### src/rtl/rgb2yuv_seq.sv
// Time-multiplexed RGB->YUV converter: one three-multiplier dot-product unit
// serves the Y, U and V rows in turn, with a double-buffered coefficient bank.
module rgb2yuv_seq #(
  parameter int PIXEL_WIDTH = 8,
  parameter int DTYPE_WIDTH = 4
) (
  input  logic                   clk,
  input  logic                   reset,
  input  logic                   enable,
  input  logic                   dvi,
  output logic                   rdyo,
  input  logic [DTYPE_WIDTH-1:0] dtypei,
  input  logic [PIXEL_WIDTH-1:0] r,
  input  logic [PIXEL_WIDTH-1:0] g,
  input  logic [PIXEL_WIDTH-1:0] b,
  input  logic [15:0]            meta_datai,
  input  logic                   coef_we,
  input  logic [3:0]             coef_addr,
  input  logic [8:0]             coef_data,
  input  logic                   coef_commit,
  output logic                   dvo,
  output logic [DTYPE_WIDTH-1:0] dtypeo,
  output logic [PIXEL_WIDTH-1:0] y,
  output logic [PIXEL_WIDTH-1:0] u,
  output logic [PIXEL_WIDTH-1:0] v,
  output logic [15:0]            meta_datao
);

  localparam int PW     = PIXEL_WIDTH;
  localparam int PROD_W = PW + 10;
  localparam int SUM_W  = PW + 11;
  localparam int NCOEF  = 9;

  typedef logic signed [8:0] coef_t;
  typedef enum logic [1:0] {IDLE, SY, SU, SV} state_e;

  typedef struct packed {
    logic [PW-1:0]          r;
    logic [PW-1:0]          g;
    logic [PW-1:0]          b;
    logic [DTYPE_WIDTH-1:0] dtype;
    logic [15:0]            meta;
    logic                   en;
  } pix_t;

  localparam coef_t COEF_RST [NCOEF] = '{
    9'sd66, 9'sd129, 9'sd25, -9'sd38, -9'sd74, 9'sd112, 9'sd112, -9'sd94, -9'sd18
  };

  localparam logic signed [SUM_W-1:0] ROUND  = SUM_W'(128);
  localparam logic signed [SUM_W-1:0] ZERO   = '0;
  localparam logic signed [SUM_W-1:0] Y_MAX  = SUM_W'((1 << PW) - 1);
  localparam logic signed [SUM_W-1:0] C_MIN  = SUM_W'(-(1 << (PW - 1)));
  localparam logic signed [SUM_W-1:0] C_MAX  = SUM_W'((1 << (PW - 1)) - 1);

  state_e                 state_q, state_d;
  logic                   pending_q, pending_d;
  coef_t                  shadow_q [NCOEF];
  coef_t                  shadow_d [NCOEF];
  coef_t                  active_q [NCOEF];
  coef_t                  active_d [NCOEF];
  pix_t                   pix_q, pix_d;
  logic [PW-1:0]          y_stg_q, y_stg_d, u_stg_q, u_stg_d, v_stg_q, v_stg_d;
  logic [DTYPE_WIDTH-1:0] dtype_stg_q, dtype_stg_d;
  logic [15:0]            meta_stg_q, meta_stg_d;
  logic                   out_pend_q, out_pend_d;
  logic                   dvo_q, dvo_d;
  logic [PW-1:0]          y_q, y_d, u_q, u_d, v_q, v_d;
  logic [DTYPE_WIDTH-1:0] dtypeo_q, dtypeo_d;
  logic [15:0]            meta_q, meta_d;

  logic                   accept;
  coef_t                  row_coef [3];
  logic [PW-1:0]          pix_chan [3];
  logic signed [PROD_W-1:0] prod [3];
  logic signed [SUM_W-1:0]  sum, res;
  logic [PW-1:0]          y_val, c_val;

  assign rdyo   = !pending_q && (state_q == IDLE || state_q == SV);
  assign accept = dvi && rdyo;

  // NOTE: every signal driven in an always_comb gets a default first, so no
  // path through the block can leave it unassigned and infer a latch.
  always_comb begin
    state_d = state_q;
    case (state_q)
      IDLE:    if (accept) state_d = SY;
      SY:      state_d = SU;
      SU:      state_d = SV;
      SV:      state_d = accept ? SY : IDLE;
      default: state_d = IDLE;
    endcase
  end

  // A commit arriving on the very edge that performs a copy stays pending.
  always_comb begin
    pending_d = (pending_q && state_q != IDLE) || coef_commit;
    shadow_d  = shadow_q;
    active_d  = active_q;
    for (int i = 0; i < NCOEF; i++) begin
      if (coef_we && coef_addr == 4'(i)) shadow_d[i] = coef_data;
    end
    if (pending_q && state_q == IDLE) active_d = shadow_q;
  end

  always_comb begin
    row_coef[0] = active_q[0];
    row_coef[1] = active_q[1];
    row_coef[2] = active_q[2];
    case (state_q)
      SU: begin
        row_coef[0] = active_q[3];
        row_coef[1] = active_q[4];
        row_coef[2] = active_q[5];
      end
      SV: begin
        row_coef[0] = active_q[6];
        row_coef[1] = active_q[7];
        row_coef[2] = active_q[8];
      end
      default: ;
    endcase
  end

  assign pix_chan[0] = pix_q.r;
  assign pix_chan[1] = pix_q.g;
  assign pix_chan[2] = pix_q.b;

  always_comb begin
    for (int k = 0; k < 3; k++) begin
      prod[k] = $signed({{10{1'b0}}, pix_chan[k]}) *
                $signed({{(PW + 1){row_coef[k][8]}}, row_coef[k]});
    end
    sum = SUM_W'(prod[0]) + SUM_W'(prod[1]) + SUM_W'(prod[2]) + ROUND;
    res = sum >>> 8;

    if (res < ZERO)       y_val = '0;
    else if (res > Y_MAX) y_val = '1;
    else                  y_val = res[PW-1:0];

    if (res < C_MIN)      c_val = {1'b1, {(PW - 1){1'b0}}};
    else if (res > C_MAX) c_val = {1'b0, {(PW - 1){1'b1}}};
    else                  c_val = res[PW-1:0];
  end

  // Staging decouples the finished pixel from a new one captured in SV.
  always_comb begin
    pix_d       = pix_q;
    y_stg_d     = y_stg_q;
    u_stg_d     = u_stg_q;
    v_stg_d     = v_stg_q;
    dtype_stg_d = dtype_stg_q;
    meta_stg_d  = meta_stg_q;
    out_pend_d  = (state_q == SV);
    dvo_d       = out_pend_q;
    y_d         = y_q;
    u_d         = u_q;
    v_d         = v_q;
    dtypeo_d    = dtypeo_q;
    meta_d      = meta_q;

    if (accept) pix_d = '{r: r, g: g, b: b, dtype: dtypei, meta: meta_datai, en: enable};

    case (state_q)
      SY: y_stg_d = pix_q.en ? y_val : pix_q.r;
      SU: u_stg_d = pix_q.en ? c_val : pix_q.g;
      SV: begin
        v_stg_d     = pix_q.en ? c_val : pix_q.b;
        dtype_stg_d = pix_q.dtype;
        meta_stg_d  = pix_q.meta;
      end
      default: ;
    endcase

    if (out_pend_q) begin
      y_d      = y_stg_q;
      u_d      = u_stg_q;
      v_d      = v_stg_q;
      dtypeo_d = dtype_stg_q;
      meta_d   = meta_stg_q;
    end
  end

  // NOTE: sequential state uses non-blocking assignments so every flop
  // samples the pre-edge value regardless of statement order.
  always_ff @(posedge clk or posedge reset) begin
    if (reset) begin
      state_q     <= IDLE;
      pending_q   <= 1'b0;
      // NOTE: the coefficient banks are small register files that must power
      // up holding the default matrix, so they are reset like ordinary flops.
      for (int i = 0; i < NCOEF; i++) begin
        shadow_q[i] <= COEF_RST[i];
        active_q[i] <= COEF_RST[i];
      end
      pix_q       <= '0;
      y_stg_q     <= '0;
      u_stg_q     <= '0;
      v_stg_q     <= '0;
      dtype_stg_q <= '0;
      meta_stg_q  <= '0;
      out_pend_q  <= 1'b0;
      dvo_q       <= 1'b0;
      y_q         <= '0;
      u_q         <= '0;
      v_q         <= '0;
      dtypeo_q    <= '0;
      meta_q      <= '0;
    end else begin
      state_q     <= state_d;
      pending_q   <= pending_d;
      shadow_q    <= shadow_d;
      active_q    <= active_d;
      pix_q       <= pix_d;
      y_stg_q     <= y_stg_d;
      u_stg_q     <= u_stg_d;
      v_stg_q     <= v_stg_d;
      dtype_stg_q <= dtype_stg_d;
      meta_stg_q  <= meta_stg_d;
      out_pend_q  <= out_pend_d;
      dvo_q       <= dvo_d;
      y_q         <= y_d;
      u_q         <= u_d;
      v_q         <= v_d;
      dtypeo_q    <= dtypeo_d;
      meta_q      <= meta_d;
    end
  end

  assign dvo        = dvo_q;
  assign y          = y_q;
  assign u          = u_q;
  assign v          = v_q;
  assign dtypeo     = dtypeo_q;
  assign meta_datao = meta_q;

endmodule

### config.mk
export PLATFORM = sky130hd
export DESIGN_NAME = rgb2yuv_seq
export DESIGN_NICKNAME = d
export VERILOG_FILES = /design/src/rtl/rgb2yuv_seq.sv
export SDC_FILE = /design/constraint.sdc
export NUM_CORES = 1
export LEC_CHECK = 0
export BUFFER_PORTS_ARGS = -buffer_cell sky130_fd_sc_hd__buf_2
export CAP_MARGIN = 40
export CORE_ASPECT_RATIO = 2
export CORE_MARGIN = 2
export CORE_UTILIZATION = 63
export DETAILED_ROUTE_END_ITERATION = 12
export GPL_TIMING_DRIVEN = 0
export HOLD_SLACK_MARGIN = 0.1
export PLACE_DENSITY = 0.84
export SETUP_SLACK_MARGIN = 0.02
export SLEW_MARGIN = 20
export SYNTH_ARGS = -nofsm -noshare
export SYNTH_HDL_FRONTEND = slang
export SYNTH_SLANG_ARGS = --single-unit
### constraint.sdc
create_clock -name clk -period 13.7 [get_ports clk]
set_clock_uncertainty 0.15 [all_clocks]
set_input_delay 2.74 -clock clk [delete_from_list [all_inputs] [get_ports clk]]
set_output_delay 2.74 -clock clk [all_outputs]
set_load 0.01 [all_outputs]
## After elaboration in Yosys (flattened, before gate mapping)

Cells that the tools add are included.

| storage, ports and cells | value |
|---|---|
| word-level logic and storage cells | 90 |
| memories kept | 0 |
| RAM bits | 0 |
| latch bits | 0 |
| bits in registers | 300 |
| output and inout port bits | 46 |
| memory bits (read-only) | 0 |

| cells by class | value |
|---|---|
| equal/unequal tests | 12 |
| div/mod/pow operators | 0 |
| shift-type cells | 0 |
| add/subtract/negate cells | 3 |
| reduce and logical (&&, ||, !) cells | 19 |
| $lt $le $gt $ge | 4 |
| muxes and demuxes | 11 |
| multiply operators | 3 |
| bitwise operators | 0 |

Operators by type and width:

| kind | count |
|---|---|
| $mux W8 | 7 |
| $mul A9 B9 Y18 | 3 |
| $pmux W27 S2 | 1 |
| $add A18 B18 Y19 | 1 |
| $add A19 B18 Y19 | 1 |
| $add A19 B9 Y19 const B | 1 |
| $eq A4 B3 Y1 const B | 4 |
| $logic_and A1 B1 Y1 | 13 |
| $gt A11 B8 Y1 const B | 1 |
| $gt A11 B9 Y1 const B | 1 |
| $lt A11 B1 Y1 const B | 1 |
| $lt A11 B8 Y1 const B | 1 |
| $eq A4 B2 Y1 const B | 2 |
| $pmux W2 S4 | 1 |
| $eq A2 B2 Y1 const B | 2 |
| $eq A4 B1 Y1 const B | 1 |
| $eq A4 B4 Y1 const B | 1 |
| $logic_not A4 Y1 | 1 |
| $eq A2 B1 Y1 const B | 1 |
| $logic_not A2 Y1 | 1 |
| $logic_or A1 B1 Y1 | 2 |
| $mux W2 | 1 |
| $ne A2 B2 Y1 const B | 1 |
| $reduce_bool A2 Y1 | 1 |
| 2 further kinds | 2 |

## Depth between registers and ports, before layout

| logic depth | value |
|---|---|
| word-level depth | 10 |
| mapped depth | 31 |
| mapped depth without buffers | 29 |

## Worst setup path before layout

Ideal clock, no wire load.

| timing path | value |
|---|---|
| kind | register -> register |
| start | register state_q[0] |
| end | register u_stg_q[3] |
| buffers on the path | 2 |
| stages on the path, launching flop included | 28 |
| data required time | 13.460 ns |
| slack | 5.798 ns |
| arrival | 7.661 ns |
| period minus slack after synthesis | 7.902 ns |
| path through | dfrtp_1 > inv_1 > ha_1 > clkbuf_1 > clkbuf_1 > a22oi_1 > nand2_1 > nand2_1 > fa_1 > fa_1 > fa_1 > fa_1 > inv_1 > fa_1 > fa_1 > fa_1 > inv_1 > fa_1 > inv_1 > ha_1 > o211ai_1 > o21a_1 > a211o_1 > a31o_1 > a31o_1 > o32ai_4 > o21ai_1 > o221ai_1 |

| between the ends | value |
|---|---|
| longest elaborated chain between the ends | 10 |
| elaborated cells on any way between the ends | 14 |
| classes of those cells | 3 x add/sub; 3 x mul; 2 x order compare; 2 x eq/ne; 4 x mux |

RTL lines:

| element | line | source |
|---|---|---|
| start: declaration | 56 | `state_e state_q, state_d;` |
| start signal: assignment | 210 | `state_q <= state_d;` |
| $eq A2 B2 Y1, on equally long branches | 110, 164 |  |
| $pmux W27 S2 | 110 | `case (state_q)` |
| $mul A9 B9 Y18 | 131 | `prod[k] = $signed({{10{1'b0}}, pix_chan[k]}) *` |
| $add A18 B18 Y19 | 134 | `sum = SUM_W'(prod[0]) + SUM_W'(prod[1]) + SUM_W'(prod[2]) + ROUND;` |
| $add A19 B18 Y19 | 134 |  |
| $add A19 B9 Y19 | 134 |  |
| $gt A11 B8 Y1 | 142 | `else if (res > C_MAX) c_val = {1'b0, {(PW - 1){1'b1}}};` |
| $mux W8 | 142 |  |
| $mux W8 | 141 | `if (res < C_MIN) c_val = {1'b1, {(PW - 1){1'b0}}};` |
| $mux W8 | 166 | `SU: u_stg_d = pix_q.en ? c_val : pix_q.g;` |
| end signal: assignment | 216 | `u_stg_q <= u_stg_d;` |
| end: declaration | 63 | `logic [PW-1:0] y_stg_q, y_stg_d, u_stg_q, u_stg_d, v_stg_q, v_stg_d;` |

Several ways; a longest one is shown, not always the timed one.
A chain may end at the register's enable or synchronous reset.

## Final worst setup path

Same ends and word-level chain as after synthesis.

==> results by group <==
Floorplanning
  – Core ar.: 30900 µm²
  – Initial Utilization: 64.1%
  – Die extent in x: 129 µm
  – DIE HEIGHT: 255 µm
  – IO Pins: 109
  – Rows: 91
  – Die area: 32900 µm²

Placement
  – Detail Placement HPWL: 39900 µm
  – Port buffer count: 107
  – GP Congestion: 1.01

Clock network
  – Worst-path clk slew: 0.07 ns
  – Deepest clock path buffer count: 3
  – Skew-Pair Late Insertion Delay: 0.56 ns
  – Post-CTS setup buffer count: 0
  – Num CTS Buffers: 26
  – Hold_buf cts: 0
  – Number of gates resized after CTS: 0
  – CTS root buf: clkbuf_16
  – H-tree depth: 1
  – TritonCTS Sinks: 300
  – TritonCTS clock tree: built

Final layout
  – Synth-to-Final Area Change: 9.98%
  – FILL cells: 2146
  – Fin nets: 2194
  – Share of post-route cells with drive strength above 1: 27.3%

Hold path
  – Hold WC Path Type: reg -> reg
  – Hold worst-path end: dvo$_DFF_PP0_
  – Hold depth: 0
  – Hold_sp: dvo_d$_DFF_PP0_

Yosys
  – Largest area contributor in the netlist: dfrtp_1
  – Primary FF master, synth: dfrtp_1
  – Mapped Avg Cell Area: 11.8 µm²
  – Syn nets: 2055
  – Post-synthesis cell type count: 50
  – Post-Syn Instances: 1679
  – Top-area cell type share of the netlist area: 28.8%
  – Netlist Area Pre-Place: 19800 µm²
  – Synth area leaders: dfrtp_1 29%, fa_1 19%, mux2_2 15%
  – Yosys warns: 0
  – Post-synthesis async set-or-reset flop share: 100%
  – Sequential area share after synthesis: 38.4%
  – Number of synthesized flops with an enable pin: 0
  – Post-synth top cells: 266 x mux2_2, 228 x dfrtp_1, 217 x inv_1
  – Count leader, synth: mux2_2
  – FF+latch count, synth: 300

Route
  – WL per Instance: 22.1 µm
  – Number of detailed-route iterations in the first pass: 5
  – Initial DRC count: 668
  – Vias per inst: 5.83
  – Residual DRC: 0
  – WL final: 49800 µm
  – Routed vias: 13200
  – Antenna Violating Nets Remaining: 0

Setup path
  – Reg2Reg Depth: 28
  – Crit-path max cell delay: 0.58 ns
  – Worst Path Arrival: 9.90 ns
  – Reg-to-reg startpoint: state_q[0]$_DFFE_PP0P_
  – R2r endpoint: u_stg_q[3]$_DFFE_PP0N_
  – Crit. End Element: register
  – CP dominant cell by count: fa_1
  – Reg2Reg Setup Slack: 4.12 ns
  – Critical Setup Path Class: reg -> reg
  – CP Launch Type: register
  – WP data required: 14.02 ns
  – Max FO, Critical Path: 10
  – Slowest CP cell: clkbuf_1

Global routing
  – GRT overflow: 0
  – Initial antenna violation count: 1
  – Global-route wire length before repair: 76900 µm
  – Largest net degree at the start of global routing: 119
  – Vias in the first global route: 14600
  – Gr usage total: 31.3%

Timing
  – Worst-Margin Slew: 0.827 ns
  – Highest Clock Rate: 104 MHz
  – Final hold violations: 0
  – Max-slew violation count: 0
  – RSZ-0062 raised after global routing: false
  – Slew margin rel.: 44.9%
  – TNS Setup: 0 ns
  – Crit share post-route: 69.9%
  – Min cycle time layout: 9.58 ns
  – Setup Viol. Count Final: 0

Run
  – Max Cap Viol: 0

Outcome
  – Status: completed
==> worst max path at each step <==
stage                           startpoint                       to
detailed placement  state_q[0]$_DFFE_PP0P_   u_stg_q[3]$_DFFE_PP0N_
CTS                 state_q[0]$_DFFE_PP0P_   u_stg_q[3]$_DFFE_PP0N_
floorplan                            reset  active_q[0]$_DFFE_PP0P_
global placement                     reset  pix_chan[4]$_DFFE_PP0P_
finish              state_q[0]$_DFFE_PP0P_   u_stg_q[3]$_DFFE_PP0N_
global route        state_q[0]$_DFFE_PP0P_   u_stg_q[3]$_DFFE_PP0N_
==> flip-flops by register name (all words and copies together), names as in the netlist, 16 cells and up <==
signal,count
meta_stg_q,16
active_q,81
pix_chan,24
meta_datao,16
shadow_q,81
pix_q,21
==> layout by cell type (no fill, tap or decap), types with 17 or more instances in the layout <==
master / synthesis / layout
nor2_1: 38 / 38
clkbuf_16: 0 / 26
clkbuf_1: 59 / 64
inv_1: 217 / 216
ha_1: 125 / 125
buf_2: 0 / 107
o21ai_0: 17 / 17
and2_1: 91 / 91
a21oi_1: 65 / 65
a22oi_1: 26 / 26
dfrtp_1: 228 / 228
nand2_1: 169 / 169
fa_1: 188 / 188
dfstp_2: 72 / 72
mux2_2: 266 / 266
nand2b_1: 19 / 19
==> metal layers <==
layer  up-vias  routed length [µm]  GRT usage [%]
met5         -                   0              0
met4         0                5200           27.1
met1      6764               15900           30.7
met3       234                1640           3.34
li1       5738                   -              -
met2       430               27100           57.2
==> cells by family after synthesis <==
family          count (synthesis)  share of synthesized area [%]
xor+xnor                       15                          0.664
fa+ha+maj                     313                           26.9
compound gates                152                           4.94
mux                           268                           15.2
simple gates                  346                           8.41
flops                         300                           38.4
buf+inv                       285                           5.44
==> worst max-delay path, delay by kind of cell, from the launching register on <==
family,cells,cell delay (ns)
buffers and inverters,7,1.44
AOI/OAI and AO/OA,9,2.21
and+or+nand+nor,2,0.66
DFF,1,0.42
adders and majority gates,10,4.58
==> final cells by class <==
type	count	area, µm²	share of cell area, %
Antenna cell	1	2.50	0.0115
Buffer	67	259	1.19
Clock buffer	38	766	3.52
Clock inverter	10	71.3	0.328
Inverter	218	826	3.79
Multi-Input combinational cell	1094	11100	51.1
Sequential cell	300	7600	34.9
Tap cell	418	523	2.40
Timing Repair Buffer	111	606	2.78
==> stage by stage <==
step / area, µm² / std cells / setup slack (ns) / utilization [%] / hold slack (ns)
final: 21800 / 2257 / 4.12 / 70.5 / 0.244
after CTS: 21800 / 2256 / 4.24 / 70.5 / 0.241
after global placement: 20900 / 2204 / 0.246 / 67.6 / 0.217
after detailed placement: 20900 / 2208 / 4.32 / 67.8 / 0.227
after floorplan: 19800 / 1679 / 2.64 / - / 0.202
after global routing: 21800 / 2257 / 3.79 / 70.5 / 0.247
Power is not shown: default switching activity piles up to over one toggle a cycle in this logic, so the estimate is an artifact.
